File: src/rtl/mem_arb_pkg.sv
// Shared types and constants for the CPU-side SPI memory arbiter.
package mem_arb_pkg;

  typedef enum logic [1:0] {
    ARB_IDLE    = 2'd0,
    ARB_BUSY    = 2'd1,
    ARB_RELEASE = 2'd2
  } arb_state_t;

  localparam logic ARB_ID_IF = 1'b0;
  localparam logic ARB_ID_DM = 1'b1;

  localparam logic [2:0] NB_1 = 3'd1;
  localparam logic [2:0] NB_2 = 3'd2;
  localparam logic [2:0] NB_4 = 3'd4;

  function automatic logic nbytes_legal(input logic [2:0] nb);
    return (nb == NB_1) || (nb == NB_2) || (nb == NB_4);
  endfunction

endpackage

File: src/rtl/mem_arb_if.sv
// Request ports (IF, DM), controller handshake and status of mem_arbiter.
// slave = arbiter view, master = CPU/controller environment view.
interface mem_arb_if #(
  parameter int ADDR_W = 32,
  parameter int DATA_W = 32
);
  logic              if_req;
  logic [ADDR_W-1:0] if_addr;
  logic              if_done;
  logic [DATA_W-1:0] if_rdata;

  logic              dm_req;
  logic              dm_we;
  logic [2:0]        dm_nbytes;
  logic [ADDR_W-1:0] dm_addr;
  logic [DATA_W-1:0] dm_wdata;
  logic              dm_done;
  logic [DATA_W-1:0] dm_rdata;
  logic              dm_err;

  logic              mem_start;
  logic              mem_we;
  logic [2:0]        mem_nbytes;
  logic [ADDR_W-1:0] mem_addr;
  logic [DATA_W-1:0] mem_wdata;
  logic [DATA_W-1:0] mem_rdata;
  logic              mem_done;

  logic              busy;
  logic              grant_dm;

  modport slave (
    input  if_req, if_addr,
    input  dm_req, dm_we, dm_nbytes, dm_addr, dm_wdata,
    input  mem_rdata, mem_done,
    output if_done, if_rdata,
    output dm_done, dm_rdata, dm_err,
    output mem_start, mem_we, mem_nbytes, mem_addr, mem_wdata,
    output busy, grant_dm
  );

  modport master (
    output if_req, if_addr,
    output dm_req, dm_we, dm_nbytes, dm_addr, dm_wdata,
    output mem_rdata, mem_done,
    input  if_done, if_rdata,
    input  dm_done, dm_rdata, dm_err,
    input  mem_start, mem_we, mem_nbytes, mem_addr, mem_wdata,
    input  busy, grant_dm
  );
endinterface

File: src/rtl/mem_arb_select.sv
// Combinational winner pick between IF and DM.
// MEM_ARB_RR_EN selects round-robin on ties; default is fixed DM-over-IF.
module mem_arb_select (
  input  logic if_req,
  input  logic dm_req,
  input  logic last_dm,
  output logic any_req,
  output logic pick_dm
);

  assign any_req = if_req | dm_req;

`ifdef MEM_ARB_RR_EN
  // On a tie the port that did not win last time takes the grant.
  assign pick_dm = dm_req & (~if_req | ~last_dm);
`else
  logic unused_last_dm;
  assign unused_last_dm = last_dm;
  assign pick_dm        = dm_req;
`endif

endmodule

File: src/rtl/mem_arbiter.sv
// Shares the SPI memory controller between instruction fetch and data ports.
// Tie policy set by MEM_ARB_RR_EN (see mem_arb_select).
module mem_arbiter
  import mem_arb_pkg::*;
(
  input  logic     clk,
  input  logic     rst_n,
  mem_arb_if.slave bus
);

  arb_state_t state;
  logic       last_dm;
  logic       any_req;
  logic       pick_dm;

  mem_arb_select u_sel (
    .if_req  (bus.if_req),
    .dm_req  (bus.dm_req),
    .last_dm (last_dm),
    .any_req (any_req),
    .pick_dm (pick_dm)
  );

  assign bus.busy = (state != ARB_IDLE);

  always_ff @(posedge clk) begin
    if (!rst_n) begin
      state          <= ARB_IDLE;
      // DM counts as the previous winner so a round-robin first tie goes to IF.
      last_dm        <= ARB_ID_DM;
      bus.grant_dm   <= 1'b0;
      bus.if_done    <= 1'b0;
      bus.if_rdata   <= '0;
      bus.dm_done    <= 1'b0;
      bus.dm_rdata   <= '0;
      bus.dm_err     <= 1'b0;
      bus.mem_start  <= 1'b0;
      bus.mem_we     <= 1'b0;
      bus.mem_nbytes <= '0;
      bus.mem_addr   <= '0;
      bus.mem_wdata  <= '0;
    end else begin
      bus.if_done <= 1'b0;
      bus.dm_done <= 1'b0;
      bus.dm_err  <= 1'b0;
      case (state)
        ARB_IDLE: begin
          if (any_req) begin
            bus.grant_dm <= pick_dm;
            last_dm      <= pick_dm;
            if (pick_dm && !nbytes_legal(bus.dm_nbytes)) begin
              // Illegal size never reaches the controller.
              bus.dm_done  <= 1'b1;
              bus.dm_err   <= 1'b1;
              bus.dm_rdata <= '0;
              state        <= ARB_RELEASE;
            end else begin
              bus.mem_start  <= 1'b1;
              bus.mem_we     <= pick_dm & bus.dm_we;
              bus.mem_nbytes <= pick_dm ? bus.dm_nbytes : NB_4;
              bus.mem_addr   <= pick_dm ? bus.dm_addr : bus.if_addr;
              bus.mem_wdata  <= pick_dm ? bus.dm_wdata : '0;
              state          <= ARB_BUSY;
            end
          end
        end
        ARB_BUSY: begin
          if (bus.mem_done) begin
            bus.mem_start <= 1'b0;
            if (bus.grant_dm) begin
              bus.dm_rdata <= bus.mem_rdata;
              bus.dm_done  <= 1'b1;
            end else begin
              bus.if_rdata <= bus.mem_rdata;
              bus.if_done  <= 1'b1;
            end
            state <= ARB_RELEASE;
          end
        end
        ARB_RELEASE: begin
          if (!bus.mem_done) state <= ARB_IDLE;
        end
        default: state <= ARB_IDLE;
      endcase
    end
  end

endmodule

File: src/flat_wrapper.sv
// flat-port wrapper written by rule: the top's interface ports become plain ports
module mem_arbiter_flat import mem_arb_pkg::*;
  (clk, rst_n, bus_if_req, bus_if_addr, bus_dm_req, bus_dm_we, bus_dm_nbytes, bus_dm_addr, bus_dm_wdata, bus_mem_rdata, bus_mem_done, bus_if_done, bus_if_rdata, bus_dm_done, bus_dm_rdata, bus_dm_err, bus_mem_start, bus_mem_we, bus_mem_nbytes, bus_mem_addr, bus_mem_wdata, bus_busy, bus_grant_dm);
  mem_arb_if #(.ADDR_W(32), .DATA_W(32)) bus_i ();
  input  logic clk;
  input  logic rst_n;
  input wire logic [$bits(bus_i.if_req)-1:0] bus_if_req;
  input wire logic [$bits(bus_i.if_addr)-1:0] bus_if_addr;
  input wire logic [$bits(bus_i.dm_req)-1:0] bus_dm_req;
  input wire logic [$bits(bus_i.dm_we)-1:0] bus_dm_we;
  input wire logic [$bits(bus_i.dm_nbytes)-1:0] bus_dm_nbytes;
  input wire logic [$bits(bus_i.dm_addr)-1:0] bus_dm_addr;
  input wire logic [$bits(bus_i.dm_wdata)-1:0] bus_dm_wdata;
  input wire logic [$bits(bus_i.mem_rdata)-1:0] bus_mem_rdata;
  input wire logic [$bits(bus_i.mem_done)-1:0] bus_mem_done;
  output wire logic [$bits(bus_i.if_done)-1:0] bus_if_done;
  output wire logic [$bits(bus_i.if_rdata)-1:0] bus_if_rdata;
  output wire logic [$bits(bus_i.dm_done)-1:0] bus_dm_done;
  output wire logic [$bits(bus_i.dm_rdata)-1:0] bus_dm_rdata;
  output wire logic [$bits(bus_i.dm_err)-1:0] bus_dm_err;
  output wire logic [$bits(bus_i.mem_start)-1:0] bus_mem_start;
  output wire logic [$bits(bus_i.mem_we)-1:0] bus_mem_we;
  output wire logic [$bits(bus_i.mem_nbytes)-1:0] bus_mem_nbytes;
  output wire logic [$bits(bus_i.mem_addr)-1:0] bus_mem_addr;
  output wire logic [$bits(bus_i.mem_wdata)-1:0] bus_mem_wdata;
  output wire logic [$bits(bus_i.busy)-1:0] bus_busy;
  output wire logic [$bits(bus_i.grant_dm)-1:0] bus_grant_dm;
  assign bus_i.if_req = bus_if_req;
  assign bus_i.if_addr = bus_if_addr;
  assign bus_i.dm_req = bus_dm_req;
  assign bus_i.dm_we = bus_dm_we;
  assign bus_i.dm_nbytes = bus_dm_nbytes;
  assign bus_i.dm_addr = bus_dm_addr;
  assign bus_i.dm_wdata = bus_dm_wdata;
  assign bus_i.mem_rdata = bus_mem_rdata;
  assign bus_i.mem_done = bus_mem_done;
  assign bus_if_done = bus_i.if_done;
  assign bus_if_rdata = bus_i.if_rdata;
  assign bus_dm_done = bus_i.dm_done;
  assign bus_dm_rdata = bus_i.dm_rdata;
  assign bus_dm_err = bus_i.dm_err;
  assign bus_mem_start = bus_i.mem_start;
  assign bus_mem_we = bus_i.mem_we;
  assign bus_mem_nbytes = bus_i.mem_nbytes;
  assign bus_mem_addr = bus_i.mem_addr;
  assign bus_mem_wdata = bus_i.mem_wdata;
  assign bus_busy = bus_i.busy;
  assign bus_grant_dm = bus_i.grant_dm;
  mem_arbiter u_core (.clk(clk), .rst_n(rst_n), .bus(bus_i));
endmodule
File: config.mk
export PLATFORM = sky130hd
export DESIGN_NAME = mem_arbiter_flat
export DESIGN_NICKNAME = d
export VERILOG_FILES = /design/src/rtl/mem_arb_pkg.sv /design/src/rtl/mem_arb_if.sv /design/src/rtl/mem_arb_select.sv /design/src/rtl/mem_arbiter.sv /design/src/flat_wrapper.sv
export SDC_FILE = /design/constraint.sdc
export NUM_CORES = 1
export LEC_CHECK = 0
export BUFFER_PORTS_ARGS = -buffer_cell sky130_fd_sc_hd__buf_4
export CAP_MARGIN = 20
export CORE_MARGIN = 5
export CORE_UTILIZATION = 48
export DETAILED_ROUTE_END_ITERATION = 12
export PLACE_DENSITY = 0.92
export SETUP_SLACK_MARGIN = 0.5
export SYNTH_ARGS = -nofsm -noshare
export SYNTH_HDL_FRONTEND = slang
export SYNTH_SLANG_ARGS = --single-unit
File: constraint.sdc
create_clock -name clk -period 3.8 [get_ports clk]
set_input_delay 0.95 -clock clk [delete_from_list [all_inputs] [get_ports clk]]
set_output_delay 0.95 -clock clk [all_outputs]
set_load 0.01 [all_outputs]
Yosys cells after proc, flatten, opt, wreduce, memory -nomap -nowiden
Index checks and enable logic that the tools add are counted.

Equal/unequal tests: 11. Multiplexer cells: 23. Bitwise gates (word level): 4. Reduce and logical (&&, ||, !) cells: 15.

Operator list (number): 32-bit two-way mux (6); 32-bit one-hot mux with 2 select lines (1); 3-bit AND reduction (4); 1-bit two-way mux (8); 2-bit two-way mux (4); 2-bit by 1-bit inequality test with 1-bit output, second input constant (3); 2-bit inequality test, second input constant (3); 2-bit one-hot mux with 3 select lines (1); 5-bit AND reduction (1); 1-bit one-hot mux with 2 select lines (2); 2-bit AND reduction (2); 4-bit AND reduction (1); 2-bit nonzero test (2); 3-bit by 1-bit equality test with 1-bit output, second input constant (1); 3-bit by 2-bit equality test with 1-bit output, second input constant (1); 3-bit equality test, second input constant (1); 3-bit two-way mux (1); 2-bit by 1-bit equality test with 1-bit output, second input constant (1); 2-bit equality test, second input constant (1); 2-bit zero test (1); 1-bit logical OR (2); 1-bit NOT (2); 1-bit AND (1); 1-bit logical AND (1); other kinds (2) (2).

Bits in registers: 139. Input port bits: 137. Output and inout bits: 138. Logic and storage cells: 65.

Depth between registers and ports, before layout
Word-level depth: 8. Gate-level depth with buffers: 6. Mapped depth without buffers: 5.

Modules after synthesis
A second synthesis with hierarchy kept.

Cells, all modules: 561. Area total of the unflattened synthesis: 5327.6 um2.

By module, submodules not included: mem_arbiter (instances 1, cells each 559, area each 5313.8 um2, seq. area each 2802.7 um2); mem_arb_select (instances 1, cells each 2, area each 13.8 um2, seq. area each 0.0 um2).

Least setup slack after synthesis
Ideal clock, no wire load.

Path type: input to register. Start: input port rst_n. End: register u_core.bus.mem_wdata[10]. Arrival: 1.933 ns. Required time: 3.683 ns. Slack: 1.750 ns. Stages on the path: 6. Buffers on the path: 3. Cells stage by stage: buf_2 -> inv_1 -> clkbuf_1 -> a21oi_4 -> buf_2 -> a22o_1.

RTL lines: start: declaration (RTL line flat_wrapper.sv:6) `input logic rst_n;`; end signal: assignment (RTL line mem_arbiter.sv:62) `bus.mem_wdata <= pick_dm ? bus.dm_wdata : '0;`; end: declaration (RTL line mem_arb_if.sv:38) `output mem_start, mem_we, mem_nbytes, mem_addr, mem_wdata,`.

Worst setup path in the final report
Start: register u_core.state[1]. End: output port bus_busy.

Word-level cells in the longest chain between the ends: 1.

RTL lines: start: declaration (RTL line mem_arbiter.sv:11) `arb_state_t state;`; start signal: assignment (RTL line mem_arbiter.sv:28) `state <= ARB_IDLE;`; start signal: assignment (RTL line mem_arbiter.sv:56) `state <= ARB_RELEASE;`; start signal: assignment (RTL line mem_arbiter.sv:63) `state <= ARB_BUSY;`; 2-bit nonzero test (RTL line mem_arbiter.sv:24) `assign bus.busy = (state != ARB_IDLE);`; end: declaration (RTL line flat_wrapper.sv:26) `output wire logic [$bits(bus_i.busy)-1:0] bus_busy;`.

Every way passes these cells.

==> metrics.md <==
| Metric | Value |
|---|---|
| CTS tree | yes |
| Total Negative Setup Slacks | 0 ns |
| Core Footprint | 0.0104 mm^2 |
| Hold Fails Final Rpt | 0 |
| Relative slew slack | 39.4% |
| Vias after detailed routing | 4896 |
| Met1 usage | a little over a quarter |
| CP max stage cell | sky130_fd_sc_hd__dfxtp_1 |
| Maximum fanout along the worst path | 8 |
| Inserted Clock Buffers | 17 |
| Setup repair after global routing missed its margin | false |
| Routability cong. | around 0.9 |
| Net count after synthesis | 663 |
| Most congested layer reported by global routing | met2 |
| Clock latency at the later pin of the worst-skew pair | 0.50 ns |
| Level count of the clock H-tree | 4 |
| DIE HEIGHT | 114 um |
| Register-to-register path setup slack | 1.80 ns |
| Overall power | 3.88 mW |
| Total grt overflow | 0 |
| Layout-stage area growth over the synthesis result | 52.0% |
| Maximum number of pins on one net before global-route repair | 60 |
| Clock tree skew after final layout | 0.00998 ns |
| Post-CTS setup repair buffer count | 0 |
| Initial core utilization | 49.5% |
| First-pass GRT wire length | 24500 um |
| Reg-to-Reg End | u_core.bus.dm_rdata[24] |
| Worst IR drop on VDD | 0.288 mV |
| Result of the run | finished, final reports clean |
| Largest stage delay, worst path | 0.39 ns |
| Classification of the worst-slack hold path | register to register |
| Count of endpoints failing setup in the final report | 0 |
| Synth top area cells | sky130_fd_sc_hd__dfxtp_1 (54%), sky130_fd_sc_hd__a22o_1 (11%), sky130_fd_sc_hd__o221a_2 (7.0%), sky130_fd_sc_hd__a21oi_1 (6.5%), sky130_fd_sc_hd__nand2_1 (5.0%) |
| Wire length per cell after detailed routing | approximately 17 um |
| Number of pins with negative max-slew slack in the final report | 0 |
| Post-route fraction of the period consumed by the critical path | 64.7% |
| Number of antenna cells inserted | 0 |
| Main flop type after synthesis | sky130_fd_sc_hd__dfxtp_1 |
| Origin of the critical flop-to-flop path | u_core.state[1] |
| Number of flops mapped to enable cells by yosys | 0 |
| FFs w/ async S/R, synth | 0% |
| Power per cell area | 496 mW/mm^2 |
| Area of the mapped netlist | 0.00515 mm^2 |
| Start-to-end type of the worst setup path | register to primary output |
| Number of nets with antenna violations after detailed routing | 0 |
| Clk pin slew, worst setup/hold paths | 0.06 ns |
| Number of buffers inserted for hold repair after clock tree synthesis | 0 |
| HPWL after DPL | 11600 um |
| #FFs+latches synth | 139 |
| CP startpoint kind | register |
| Post-synthesis instance total | 526 |
| Worst hold endpoint | u_core.bus.if_rdata[2] |
| Cell type with the largest total area after synthesis | sky130_fd_sc_hd__dfxtp_1 |
| Start point of the worst hold path | u_core.bus.if_rdata[2] |
| Horiz. Die Dim | 114 um |
| Via count of the first global-routing pass | 4876 |
| Worst reg2reg path depth | 4 |
| Most used standard cell by instance count after synthesis | sky130_fd_sc_hd__dfxtp_1 |
| Tmin final | 2.46 ns |
| Layout net count | slightly above 900 |
| TritonRoute pass-1 iters | 4 |
| Req. time, crit path | 2.85 ns |
| Unique masters post-synth | 39 |
| Share of layout cells above drive strength 1 | 44.7% |
| Worst-margin pin slew | 0.909 ns |
| Critical path endpoint category | primary output |
| Endpoint arrival time on the critical path | 1.51 ns |
| Met2 track utilization from global routing | 41.8% |
| Area share of the leading cell type in the synthesized netlist | 54.0% |
| Most frequent cells after synthesis | sky130_fd_sc_hd__dfxtp_1 (139), sky130_fd_sc_hd__nand2_1 (69), sky130_fd_sc_hd__a21oi_1 (67), sky130_fd_sc_hd__a22o_1 (65), sky130_fd_sc_hd__nor2_1 (41) |
| Floorplan row count | 37 |
| Worst-case clock buffer depth | 2 |
| Initial antenna violation count | 0 |
| DRC marker count from the first detailed-route iteration | roughly 400 |
| Syn. warnings | 0 |
| Number of primary I/O pins | 275 |
| Aggregate routed wire length | 15700 um |
| Hold Path Depth | 2 |
| Clock root buffer | sky130_fd_sc_hd__clkbuf_8 |
| GR Layer Usage met3 | approximately 7.4% |
| Top Family by Delay on Critical Path | flip-flops |
| Highest clock frequency the design can meet | between 0.4 and 0.5 GHz |
| Cells along the critical path | nor2_2, inv_1, buf_4 |
| Leak Pwr | 3.63 nW |
| Average instance area after synthesis | 9.79 um^2 |
| Crit path buffers/inverters | 2 |
| Die outline area | 0.0129 mm^2 |
| Overall track demand over capacity in global routing | roughly a quarter |
| Total number of clock tree sinks | around 140 |
| Resized Gates After CTS | 0 |
| Input/output buffers | 274 |
| Detailed-route DRC error count | 0 |
| Avg Vias per Cell | 5.26 |
| Share of synthesized area occupied by flip-flops and latches | between 50 and 60% |
| Max Cap Violations | 0 |
-- cell type report --
type / instances / area, um^2
well taps: 136 / 170
repair buffers: 280 / 2120
clock buffers: 19 / 442
clock inverters: 12 / 159
flip-flops and latches: 139 / 2780
fillers: 706 / 2590
multi-input cells: 325 / 2080
inverters: 19 / 71.3
-- power breakdown --
part,total [mW],switching (mW),internal (mW)
registers,1.61,0.0594,1.55
clock network,1.65,0.613,1.04
logic,0.620,0.301,0.319
total,3.88,0.974,2.91
-- metrics by stage --
stage          hold WS (ns)  cells  util [%]  instance area, um^2  setup WS [ns]
5_1_grt               0.484    930      75.2                 7830           1.25
2_1_floorplan         0.481    526         -                 5150           1.75
6_report              0.454    930      75.2                 7830           1.34
3_5_place_dp          0.444    898      69.1                 7200          0.909
4_1_cts               0.456    929      74.9                 7800           1.32
3_3_place_gp          0.441    898      69.1                 7200           1.05
-- worst register-to-register path: stages (launching register included) --
cell	delay (ns)
sky130_fd_sc_hd__dfxtp_1	0.39
sky130_fd_sc_hd__nor2_2	0.34
sky130_fd_sc_hd__o211ai_4	0.17
sky130_fd_sc_hd__a31oi_4	0.77
sky130_fd_sc_hd__a22o_1	0.27
-- worst max path at each step --
| stage | start | end | slack [ns] | cells past startpoint |
|---|---|---|---|---|
| global placement | bus_dm_req | u_core.bus.mem_wdata[16] | 1.05 | 5 |
| global route | bus_dm_req | u_core.bus.mem_wdata[20] | 1.25 | 5 |
| finish | u_core.state[1] | bus_busy | 1.34 | 3 |
| CTS | u_core.state[1] | bus_busy | 1.32 | 3 |
| floorplan | rst_n | u_core.bus.mem_wdata[10] | 1.75 | 6 |
| detailed placement | bus_dm_req | u_core.bus.mem_we | 0.91 | 5 |
-- sequential cells by signal, indices dropped and copies added (netlist names), 2 cells and up --
register               cells
u_core.bus.dm_rdata       32
u_core.bus.if_rdata       32
u_core.bus.mem_addr       32
u_core.bus.mem_wdata      32
u_core.bus.mem_nbytes      3
u_core.state               2
-- routing by layer --
layer / vias up / wire length (um)
met2: 226 / 8000
met1: 2265 / 5910
met4: 0 / 238
met5: - / 0
met3: 21 / 1540
li1: 2384 / -
-- logic make-up (layout without fill, tap and decap cells) --
family	after synthesis	in the layout	share of synthesized area (%)
AND/OR/NAND/NOR	141	141	11.9
XOR/XNOR	2	2	0.486
AO/OA/AOI/OAI	182	182	27.9
buffers and inverters	62	330	5.71
flip-flops	139	139	54.0
-- cell usage in the layout (no fill, tap or decap), types with 3 or more instances in the layout --
cell type                   instances
sky130_fd_sc_hd__inv_1             19
sky130_fd_sc_hd__nor2b_1           18
sky130_fd_sc_hd__buf_4            279
sky130_fd_sc_hd__bufinv_16          3
sky130_fd_sc_hd__a22o_1            65
sky130_fd_sc_hd__nand2_1           69
sky130_fd_sc_hd__o21ai_0            3
sky130_fd_sc_hd__nor2_2             3
sky130_fd_sc_hd__clkbuf_8           3
sky130_fd_sc_hd__nand2b_1           3
sky130_fd_sc_hd__nor2_1            40
sky130_fd_sc_hd__dfxtp_1          139
sky130_fd_sc_hd__o221a_2           32
sky130_fd_sc_hd__a21oi_1           67
sky130_fd_sc_hd__inv_6              4
sky130_fd_sc_hd__clkbuf_16         16
Note: power is estimated with default switching activity, not from simulation.
